$ cat src/rtl/reg_pkg.sv
// Shared definitions for the FunSel register bank.
//   fun_sel_e  : operation codes, named by what they do to a register
//   step_t     : result of one register step (next value, wrap set/clear)
//   reg_step() : computes the next value and wrap condition for a register
//                of 'width' bits (width <= MAX_WIDTH, even, >= 4)
package reg_pkg;

    typedef enum logic [2:0] {
        FS_DEC      = 3'b000,
        FS_INC      = 3'b001,
        FS_LOAD     = 3'b010,
        FS_CLR      = 3'b011,
        FS_WLO_CLR  = 3'b100,
        FS_WLO      = 3'b101,
        FS_WHI      = 3'b110,
        FS_WLO_SEXT = 3'b111
    } fun_sel_e;

    // Widest register the shared step function supports.
    localparam int MAX_WIDTH = 64;

    typedef logic [MAX_WIDTH-1:0] word_t;

    typedef struct packed {
        word_t next;
        logic  wrap_set;
        logic  wrap_clr;
    } step_t;

    // Operands arrive zero-extended to MAX_WIDTH; the result is masked back to
    // 'width' bits so the caller can take the low slice. 'width' is always an
    // elaboration-time constant, so the masks fold away in synthesis.
    function automatic step_t reg_step(
        input word_t    q,
        input word_t    i,
        input fun_sel_e fs,
        input int       width
    );
        step_t r;
        word_t mask;
        word_t lo_mask;
        word_t hi_mask;
        word_t i_lo;
        int    half;

        half    = width / 2;
        mask    = (width >= MAX_WIDTH) ? '1 : ((word_t'(1) << width) - word_t'(1));
        lo_mask = (word_t'(1) << half) - word_t'(1);
        hi_mask = mask & ~lo_mask;
        i_lo    = i & lo_mask;

        r.next     = '0;
        r.wrap_set = 1'b0;
        r.wrap_clr = 1'b0;

        case (fs)
            FS_DEC: begin
                r.next     = (q - word_t'(1)) & mask;
                r.wrap_set = ((q & mask) == '0);
            end
            FS_INC: begin
                r.next     = (q + word_t'(1)) & mask;
                r.wrap_set = ((q & mask) == mask);
            end
            FS_LOAD:     r.next = i & mask;
            FS_CLR: begin
                r.next     = '0;
                r.wrap_clr = 1'b1;
            end
            FS_WLO_CLR:  r.next = i_lo;
            FS_WLO:      r.next = (q & hi_mask) | i_lo;
            // Low half of I lands in the high half of Q.
            FS_WHI:      r.next = (i_lo << half) | (q & lo_mask);
            FS_WLO_SEXT: r.next = i[half-1] ? (hi_mask | i_lo) : i_lo;
            default:     r.next = q & mask;
        endcase
        return r;
    endfunction

endpackage

$ cat src/rtl/reg_cell.sv
// One FunSel register with its sticky wrap flag and zero detect.
//   Clock, Reset : rising-edge clock, synchronous active-high reset
//   en           : perform fun_sel this cycle
//   fun_sel      : operation code (see reg_pkg::fun_sel_e)
//   din          : write data
//   q            : stored register value
//   wrap         : sticky flag, set on inc/dec wrap-around, cleared by FS_CLR
//   zero         : q == 0
module reg_cell
    import reg_pkg::*;
#(
    parameter int               WIDTH       = 16,
    parameter logic [WIDTH-1:0] RESET_VALUE = '0
) (
    input  logic             Clock,
    input  logic             Reset,
    input  logic             en,
    input  logic [2:0]       fun_sel,
    input  logic [WIDTH-1:0] din,
    output logic [WIDTH-1:0] q,
    output logic             wrap,
    output logic             zero
);

    logic [WIDTH-1:0] q_reg;
    logic [WIDTH-1:0] q_next;
    logic             wrap_reg;
    logic             wrap_next;
    step_t            step;
    word_t            next_full;

    always_comb begin
        step      = reg_step(word_t'(q_reg), word_t'(din), fun_sel_e'(fun_sel), WIDTH);
        next_full = step.next;
        q_next    = q_reg;
        wrap_next = wrap_reg;
        if (en) begin
            q_next = next_full[WIDTH-1:0];
            // Set and clear never coincide: they come from different codes.
            if (step.wrap_set) begin
                wrap_next = 1'b1;
            end else if (step.wrap_clr) begin
                wrap_next = 1'b0;
            end
        end
    end

    // The step result is masked to WIDTH bits; the upper bits are always zero.
    generate
        if (WIDTH < MAX_WIDTH) begin : g_spare
            logic unused_hi;
            assign unused_hi = |next_full[MAX_WIDTH-1:WIDTH];
        end
    endgenerate

    always_ff @(posedge Clock) begin
        if (Reset) begin
            q_reg    <= RESET_VALUE;
            wrap_reg <= 1'b0;
        end else begin
            q_reg    <= q_next;
            wrap_reg <= wrap_next;
        end
    end

    assign q    = q_reg;
    assign wrap = wrap_reg;
    assign zero = (q_reg == '0);

endmodule

$ cat src/rtl/reg_bank.sv
// Parametrised FunSel register bank: NUM_REGS registers of WIDTH bits, each
// enabled register performs the shared FunSel operation on the clock edge.
//   Clock, Reset     : rising-edge clock, synchronous active-high reset
//   E                : per-register operation enable
//   FunSel           : operation code shared by all enabled registers
//   I                : write data
//   OutASel, OutBSel : read-port selects (combinational, no write-through)
//   OutA, OutB       : selected register contents
//   Wrap             : per-register sticky wrap flags
//   Zero             : per-register zero flags
module reg_bank
    import reg_pkg::*;
#(
    parameter int               WIDTH       = 16,
    parameter int               NUM_REGS    = 4,
    parameter logic [WIDTH-1:0] RESET_VALUE = '0,
    localparam int              SEL_W       = $clog2(NUM_REGS)
) (
    input  logic                Clock,
    input  logic                Reset,
    input  logic [NUM_REGS-1:0] E,
    input  logic [2:0]          FunSel,
    input  logic [WIDTH-1:0]    I,
    input  logic [SEL_W-1:0]    OutASel,
    input  logic [SEL_W-1:0]    OutBSel,
    output logic [WIDTH-1:0]    OutA,
    output logic [WIDTH-1:0]    OutB,
    output logic [NUM_REGS-1:0] Wrap,
    output logic [NUM_REGS-1:0] Zero
);

    logic [WIDTH-1:0] q_all [NUM_REGS];

    generate
        for (genvar gi = 0; gi < NUM_REGS; gi++) begin : g_cell
            reg_cell #(
                .WIDTH       (WIDTH),
                .RESET_VALUE (RESET_VALUE)
            ) u_cell (
                .Clock   (Clock),
                .Reset   (Reset),
                .en      (E[gi]),
                .fun_sel (FunSel),
                .din     (I),
                .q       (q_all[gi]),
                .wrap    (Wrap[gi]),
                .zero    (Zero[gi])
            );
        end
    endgenerate

    // Selects beyond NUM_REGS-1 (non power-of-two banks) read as zero.
    always_comb begin
        OutA = '0;
        OutB = '0;
        for (int k = 0; k < NUM_REGS; k++) begin
            if (OutASel == SEL_W'(k)) begin
                OutA = q_all[k];
            end
            if (OutBSel == SEL_W'(k)) begin
                OutB = q_all[k];
            end
        end
    end

endmodule

$ cat config.mk
export PLATFORM = sky130hd
export DESIGN_NAME = reg_bank
export DESIGN_NICKNAME = d
export VERILOG_FILES = /design/src/rtl/reg_pkg.sv /design/src/rtl/reg_cell.sv /design/src/rtl/reg_bank.sv
export SDC_FILE = /design/constraint.sdc
export NUM_CORES = 1
export LEC_CHECK = 0
export ABC_AREA = 1
export BUFFER_PORTS_ARGS = -buffer_cell sky130_fd_sc_hd__buf_4
export CORE_ASPECT_RATIO = 1.5
export CORE_MARGIN = 2
export CORE_UTILIZATION = 30
export CTS_BUF_LIST = sky130_fd_sc_hd__clkbuf_4
export DETAILED_ROUTE_END_ITERATION = 6
export GPL_TIMING_DRIVEN = 0
export PLACE_DENSITY_LB_ADDON = 0.12
export SLEW_MARGIN = 5
export SYNTH_ARGS = -nofsm -noshare
export SYNTH_HDL_FRONTEND = slang
export SYNTH_SLANG_ARGS = --single-unit
$ cat constraint.sdc
create_clock -name Clock -period 4.47 [get_ports Clock]
set_input_delay 0.2235 -clock Clock [delete_from_list [all_inputs] [get_ports Clock]]
set_output_delay 0.2235 -clock Clock [all_outputs]
set_load 0.01 [all_outputs]
== Word-level counts from Yosys, hierarchy flattened ==
Cells that the tools add are included.

* Word-level logic and storage cells: 83
* Output and inout port bits: 40
* Flip-flop bits (word level): 68

* Bitwise gates (word level): 8
* Multiplexer cells: 23
* Reductions and logical operators: 19
* Eq/ne operators: 17
* $add $sub $neg: 8

{| class="wikitable"
|+ Operators by type and width
! cell !! number
|-
| $pmux W16 S8 || 4
|-
| $logic_not A64 Y1 || 4
|-
| $mux W16 || 9
|-
| $or A16 B8 Y16 || 8
|-
| $add A16 B1 Y16 const B || 4
|-
| $eq A16 B16 Y1 const B || 4
|-
| $logic_not A16 Y1 || 4
|-
| $sub A16 B1 Y16 const B || 4
|-
| $eq A3 B3 Y1 const B || 4
|-
| $eq A2 B2 Y1 const B || 4
|-
| $pmux W1 S2 || 4
|-
| $reduce_and A2 Y1 || 4
|-
| $reduce_bool A2 Y1 || 4
|-
| $eq A3 B2 Y1 const B || 2
|-
| $mux W1 || 6
|-
| $eq A2 B1 Y1 const B || 2
|-
| $logic_not A2 Y1 || 2
|-
| $eq A3 B1 Y1 const B || 1
|-
| $logic_not A3 Y1 || 1
|}

== Depth between registers and ports, before layout ==
Gate-level depths: netlist of run 1.

* Depth after elaboration: 5
* Gate-level depth with buffers: 13

== By module ==
From an unflattened synthesis of run 1, not the netlist that was laid out.

* Cells, all modules: 1606
* Area total of the unflattened synthesis: 9372.7 µm²

{| class="wikitable"
|+ By module, submodules not included
! module !! times used !! cells an instance !! area an instance (µm²)
|-
| reg_cell (g_cell[1].u_cell ...) || 3 || 355 || 2085.8
|-
| reg_cell (g_cell[0].u_cell) || 1 || 353 || 2059.5
|-
| reg_bank || 1 || 188 || 1056.0
|}

== Least setup slack after synthesis of run 1 ==
Ideal clock, no wire load.

* Kind: input -> register
* Start: input FunSel[2]
* End: register g_cell[0].u_cell.q_reg[8]
* Buffers on the path: 1
* Library setup time: 0.119 ns
* Setup slack: 1.603 ns
* Arrival: 2.747 ns
* Stages: 12
* Cells stage by stage: buf_2 nor2_4 nand2_2 inv_1 fa_1 inv_1 nand3_1 nand3_1 a21oi_1 or2_2 nand3_1 a21oi_1

* Longest elaborated chain between the ends: 2
* Elaborated cells between the ends (all ways): 9
* Those cells by class: 7 x eq/ne; 1 x mux; 1 x reduce/logical

{| class="wikitable"
|+ Ends and longest elaborated chain
! what !! line !! source
|-
| from (decl) || reg_bank.sv:22 || <nowiki>input logic [2:0] FunSel,</nowiki>
|-
| $eq A3 B3 Y1, or another cell as far along || reg_pkg.sv:56 || <nowiki>case (fs)</nowiki>
|-
| $pmux W16 S8 (*) || reg_pkg.sv:56 ||
|-
| to (signal assigned) || reg_cell.sv:61 || <nowiki>q_reg <= q_next;</nowiki>
|-
| to (decl) || reg_cell.sv:25 || <nowiki>logic [WIDTH-1:0] q_reg;</nowiki>
|}

Every way passes the cells marked *; elsewhere a longest branch is shown, timed or not.
A chain may end at the register's enable or synchronous reset.

== Worst setup path in the final report of run 1 ==
* Start: input FunSel[2]
* End: register g_cell[3].u_cell.q_reg[12]

* Longest elaborated chain between the ends: 2
* Elaborated cells between the ends (all ways): 9
* Those cells by class: 7 x eq/ne; 1 x mux; 1 x reduce/logical

{| class="wikitable"
|+ Ends and longest elaborated chain
! what !! line
|-
| $eq A3 B3 Y1, or another cell as far along || reg_pkg.sv:56
|-
| $pmux W16 S8 (*) || reg_pkg.sv:56
|-
| to (signal assigned) || reg_cell.sv:61
|-
| to (decl) || reg_cell.sv:25
|}

Marked as above.

==> results of run 1 <==
## power by group through the flow
stage	registers (uW)	clock network (uW)	logic, uW
finish	749	431	1200
global route	754	459	1360
CTS	744	434	1200
detailed placement	758	0	1190
global placement	758	0	1180
floorplan	713	0	834
## final cells by class
cell class	count	area share, %
Antenna cell	1	0.0274
Sequential cell	68	14.9
Inverter	225	9.27
Timing Repair Buffer	65	5.48
Buffer	44	2.25
Clock inverter	6	0.603
Clock buffer	10	0.822
Tap cell	337	4.62
Multi-Input combinational cell	1104	62.0
## worst max path at each step
stage	cells after the start	from	end
CTS	14	FunSel[2]	g_cell[3].u_cell.q[12]$_SDFFE_PP0P_
floorplan	12	FunSel[2]	g_cell[0].u_cell.q[8]$_SDFFE_PP0P_
finish	14	FunSel[2]	g_cell[3].u_cell.q[12]$_SDFFE_PP0P_
global route	14	FunSel[2]	g_cell[3].u_cell.q[12]$_SDFFE_PP0P_
global placement	12	FunSel[2]	g_cell[0].u_cell.q[8]$_SDFFE_PP0P_
detailed placement	14	FunSel[2]	g_cell[3].u_cell.q[12]$_SDFFE_PP0P_
## per-layer routing
metal	GRT usage (%)	wire [um]	vias to the layer above
met3	2.80	1660	107
met2	45.7	17900	314
met4	15.2	2380	0
li1	-	-	4886
met5	0	0	-
met1	29.5	14100	4345
## cells in the final DEF (no fill, tap or decap), drive strengths merged
master	n
nand2	470
inv	225
a21oi	134
nor2	108
o21ai	105
nand3	95
buf	79
dfxtp	68
ha	63
clkbuf	40
o2111ai	34
nand4	29
nor3	15
xor2	14
nand3b	9
nor4	6
clkinv	5
or2	4
fa	4
a22oi	3
a31oi	3
xnor2	3
o221ai	2
diode	1
a32o	1
and2	1
o31ai	1
bufinv	1
## logic make-up (layout without fill, tap and decap cells)
family	after synthesis	in the layout	share of synthesized area [%]
other	0	1	0
flip-flops	68	68	16.9
AO/OA/AOI/OAI	283	283	19.5
XOR/XNOR	17	17	1.84
adder cells (fa/ha/maj)	67	67	10.8
buffers and inverters	269	350	13.0
AND/OR/NAND/NOR	737	737	38.0
## metrics by stage
| step | total power [uW] | hold slack [ns] | cell area [um2] | cells |
|---|---|---|---|---|
| after floorplan | 1550 | 0.408 | 8070 | 1441 |
| after global placement | 1940 | 0.476 | 8980 | 1842 |
| after detailed placement | 1950 | 0.476 | 9000 | 1843 |
| after CTS | 2370 | 0.0831 | 9130 | 1859 |
| after global routing | 2570 | 0.0943 | 9130 | 1860 |
| final | 2380 | 0.109 | 9130 | 1860 |
## critical path: stages
cell     delay (ns)
buf_2          0.18
nor2_4         0.32
nand2_4        0.37
buf_12         0.31
inv_1          0.39
fa_1           0.34
inv_1          0.08
nand3_1        0.07
nand3_1        0.16
nand3_1        0.18
nand3_1        0.08
nand2_1        0.06
nand3_1        0.11
a21oi_1        0.17
==> flow_metrics.tcl, run 1 <==
set metrics [dict create \
    nFillCells 3102 \
    hold_depth 3 \
    vdd_drop_max_mv 0.0873 \
    clock-sinks 68 \
    final_nets 1613 \
    min_from "I[5]" \
    yosysMostFrequentCell "nand2_1" \
    drv_cap 0 \
    synthTopCellsByCount "nand2_1, inv_1, a21oi_1, nor2_1, o21ai_0" \
    tritoncts "built" \
    synth-edff-count 0 \
    end_kind "flop" \
    grt_pass1_vias 9263 \
    min_to "g_cell[0].u_cell.q[5]$_SDFFE_PP0P_" \
    synth_top_cell_by_area "nand2_1" \
    dp_slack_ns 1.37 \
    synth_nets 1537 \
    cts_resized 0 \
    relSlewSlack_pct 39.3 \
    p_leak_uw 0.00455 \
    synth-async-reset-ratio_pct 0 \
    gp_congestion 0.989 \
    swShare_pct 48.1 \
    numCtsBuffers 9 \
    cp_data_required_time_ns 4.88 \
    antenna_found_initial 1 \
    drt_iter0_markers 639 \
    initial_core_util_pct 30.5 \
    yosysWarnings 0 \
    grt_pass1_wl_um 54200 \
    detailroute.via_count 9652 \
    fin_setup_tns_ns 0 \
    max_freq_mhz 381 \
    synthToLayoutAreaGrowth_pct 13.1 \
    crit_fanout 36 \
    synthCells 1441 \
    skew_ns 0.0249 \
    p_int_uw 1230 \
    largest_reg_flops 64 \
    final_antenna_net_count 0 \
    drc 0 \
    arrival_ns 3.03 \
    pwr-share-clk_pct 18.1 \
    grt_max_degree 37 \
    clk_pin_slew_ns 0.12 \
    synth_top_area_share_pct 21.7 \
    avgViaCountPerCell 5.19 \
    ff2ff_path_depth 9 \
    seq_area_frac_synth_pct 16.9 \
    seqCellArea_um2 1360 \
    synth_area_um2 8070 \
    r2r-start "g_cell[0].u_cell.q[0]$_SDFFE_PP0P_" \
    wl_per_cell_um 19.3 \
    rsz0062_at_grt "no" \
    power_frac_seq_pct 31.5 \
    timing.final.ws_setup_ns 1.85 \
    path_class "input port to flop" \
    clock_latency_ns 0.49 \
    grt_overflow_total 0 \
    reg2reg_slack_ns 2.35 \
    fp.dieH_um 205 \
    die_area_um2 28300 \
    first_pass_iters 5 \
    num_rows 73 \
    status "finished, final reports clean" \
    drt_wl_total_um 36000 \
    tightest_slew_ns 0.911 \
    drive_gt1_share_pct 7.42 \
    critPathLaunchType "input port" \
    portBuffers 64 \
    min_path_type "input port to flop" \
    fin_crit_sh_pct 58.6 \
    cts_hold_buf 0 \
    final_util_pct 34.5 \
    die_x_um 138 \
    clock_path_buffers 2 \
    h-tree-depth 3 \
    ios 69 \
    comb_power_share_pct 50.3 \
    r2r_end "g_cell[0].u_cell.q[8]$_SDFFE_PP0P_" \
    cellPowerDensity_nw_per_um2 260 \
    min_period_ns 2.62 \
    root_buffer "clkbuf_4" \
    syn_area_per_cell_um2 5.60 \
    netlist_top_cells_area "nand2_1, dfxtp_1, inv_1, ha_1, a21oi_1" \
    synthDistinctLibCells 32 \
    finalHoldViolations 0 \
    multi_input_area_um2 5670 \
    post_cts_buffers 0 \
    fp.coreArea_um2 26500 \
    setup_violations 0 \
    switchingPower_uw 1140 \
    ys_seq_elements 68 \
    finalMaxSlewViolations 0 \
    dp_hpwl_um 29200 \
    synthFlopType "dfxtp_1" \
    grt_usage_pct 25.9 \
]
Note: power is estimated with default switching activity, not from simulation.
==> run 2, diff against run 1 <==
- clock period: 4.47 -> 2.7 ns (I/O delays scaled with it)
==> flow_metrics.tcl, run 2 (same netlist as run 1, synthesis figures left out) <==
set metrics [dict create \
    status "finished, final reports clean" \
    arrival_ns 2.88 \
    gp_congestion 1.03 \
    p_leak_uw 0.00451 \
    r2r_end "g_cell[0].u_cell.q[8]$_SDFFE_PP0P_" \
    cp_data_required_time_ns 3.10 \
    setup_violations 0 \
    layout_common_cells "nand2_1, inv_1, a21oi_1" \
    final_nets 1612 \
    grt_overflow_total 0 \
    die_area_um2 28300 \
    cts_hold_buf 0 \
    largest_reg_flops 64 \
    detailroute.via_count 9589 \
    clock_path_buffers 2 \
    final_common_cell "nand2_1" \
    portBuffers 64 \
    worst-path-buf-inv 3 \
    relSlewSlack_pct 40.8 \
    critPathMaxStageDelay_ns 0.53 \
    max_freq_mhz 403 \
    end_kind "flop" \
    min_period_ns 2.48 \
    fin_crit_sh_pct 91.9 \
    routed-wl-met2_um 17300 \
    clock_latency_ns 0.47 \
    synthToLayoutAreaGrowth_pct 12.6 \
    path_delay_family "simple AND/OR/NAND/NOR gates" \
    grt_pass1_wl_um 54100 \
    numCtsBuffers 9 \
    clk_pin_slew_ns 0.10 \
    ff2ff_path_depth 9 \
    min_to "g_cell[0].u_cell.q[5]$_SDFFE_PP0P_" \
    finalHoldViolations 0 \
    wl_met1_um 13600 \
    root_buffer "clkbuf_4" \
    first_pass_iters 5 \
    reg2reg_slack_ns 0.56 \
    drv_cap 0 \
    worst_path_max_delay_cell "inv_1" \
    critPathLaunchType "input port" \
    finalPower_uw 3800 \
    vdd_drop_max_mv 0.167 \
    cp_cell_sequence "buf_2 > nor2_4 > nand2_8 > inv_1 > fa_1 > inv_1 > nand3_1 > nand3_1 > nand3_1 > nand3_1 > nand2_1 > nand3_1 > a21oi_1" \
    wl_per_cell_um 19.3 \
    skew_ns 0.0195 \
    drc 0 \
    drt_wl_total_um 35800 \
    drt_iter0_markers 526 \
    ios 69 \
    grt_max_degree 70 \
    finalMaxSlewViolations 0 \
    die_x_um 138 \
    hold_depth 3 \
    tightest_slew_ns 0.888 \
    crit_fanout 69 \
    rsz0062_at_grt "no" \
    route.top_layer_used "met4" \
    avgViaCountPerCell 5.16 \
    drive_gt1_share_pct 7.04 \
    clock-sinks 68 \
    min_from "I[5]" \
    fp.dieH_um 205 \
    wl_met3_um 1560 \
    dp_hpwl_um 29100 \
    num_rows 73 \
    r2r-start "g_cell[0].u_cell.q[0]$_SDFFE_PP0P_" \
    grt_usage_pct 25.9 \
    nFillCells 3124 \
    initial_core_util_pct 30.5 \
    path_class "input port to flop" \
    grt_pass1_vias 9492 \
    fin_setup_tns_ns 0 \
    h-tree-depth 3 \
    antenna_found_initial 1 \
    crit_top_cell "nand3_1" \
    min_path_type "input port to flop" \
    tritoncts "built" \
    cellPowerDensity_nw_per_um2 418 \
    final_antenna_net_count 0 \
    fp.coreArea_um2 26500 \
]
==> run 2: cell count changes in the layout (fill, tap and decap cells not counted), sizes merged <==
cell,change
bufinv,-1
buf,-1
==> run 2: worst max path at each step <==
| stage | startpoint | endpoint | slack (ns) | cells after the start |
|---|---|---|---|---|
| 3_5_place_dp | FunSel[2] | g_cell[0].u_cell.q[8]$_SDFFE_PP0P_ | -0.61 | 12 |
| 4_1_cts | FunSel[2] | g_cell[3].u_cell.q[12]$_SDFFE_PP0P_ | 0.25 | 13 |
| 2_1_floorplan | FunSel[2] | g_cell[0].u_cell.q[8]$_SDFFE_PP0P_ | 0.31 | 12 |
| 5_1_grt | FunSel[2] | g_cell[3].u_cell.q[12]$_SDFFE_PP0P_ | 0.07 | 13 |
| 6_report | FunSel[2] | g_cell[3].u_cell.q[12]$_SDFFE_PP0P_ | 0.22 | 13 |
| 3_3_place_gp | FunSel[2] | g_cell[0].u_cell.q[8]$_SDFFE_PP0P_ | -0.59 | 12 |
==> run 2: metrics by stage <==
| stage | setup WS [ns] | instance area, um2 | utilization, % | std cells | hold WS (ns) |
|---|---|---|---|---|---|
| floorplan | 0.313 | 8080 | - | 1441 | 0.319 |
| global placement | -0.588 | 8980 | 33.9 | 1842 | 0.475 |
| detailed placement | -0.615 | 8980 | 33.9 | 1842 | 0.482 |
| CTS | 0.246 | 9080 | 34.3 | 1857 | 0.00987 |
| global route | 0.0746 | 9090 | 34.3 | 1858 | 0.0273 |
| finish | 0.220 | 9090 | 34.3 | 1858 | 0.0143 |
==> run 2: tightest hold or removal path: cells and delay by family <==
| family | cells | cell delay [ns] |
|---|---|---|
| buffers and inverters | 1 | 0.11 |
| AO/OA/AOI/OAI | 2 | 0.19 |
==> run 2: area by class of cell <==
type | count | area (um2) | share of cell area (%)
inverters | 225 | 847 | 9.32
clock inverters | 5 | 20.0 | 0.220
flip-flops and latches | 68 | 1360 | 15.0
repair buffers | 64 | 480 | 5.29
multi-input cells | 1104 | 5670 | 62.4
well taps | 337 | 422 | 4.64
diodes | 1 | 2.50 | 0.0275
plain buffers | 44 | 205 | 2.26
clock buffers | 10 | 75.1 | 0.826
==> run 2: layer usage <==
layer | GRT usage, % | vias up
met4 | 20.3 | 0
met5 | 0 | -
met2 | 44.5 | 260
met1 | 28.3 | 4326
met3 | 2.94 | 127
li1 | - | 4876
==> run 2: power by group <==
part           leakage (uW)  switching, uW  internal [uW]  total [uW]
clock             0.0000562            404            181         585
sequential         0.000560            162           1080        1240
combinational       0.00390           1290            676        1970
==> run 2: what timing repair did <==
| action | 4_1_cts | 5_1_grt |
|---|---|---|
| endpoints found under the setup margin | 6 | 0 |
| buffers inserted | 0 | 0 |
| resized for setup | 1 | 0 |
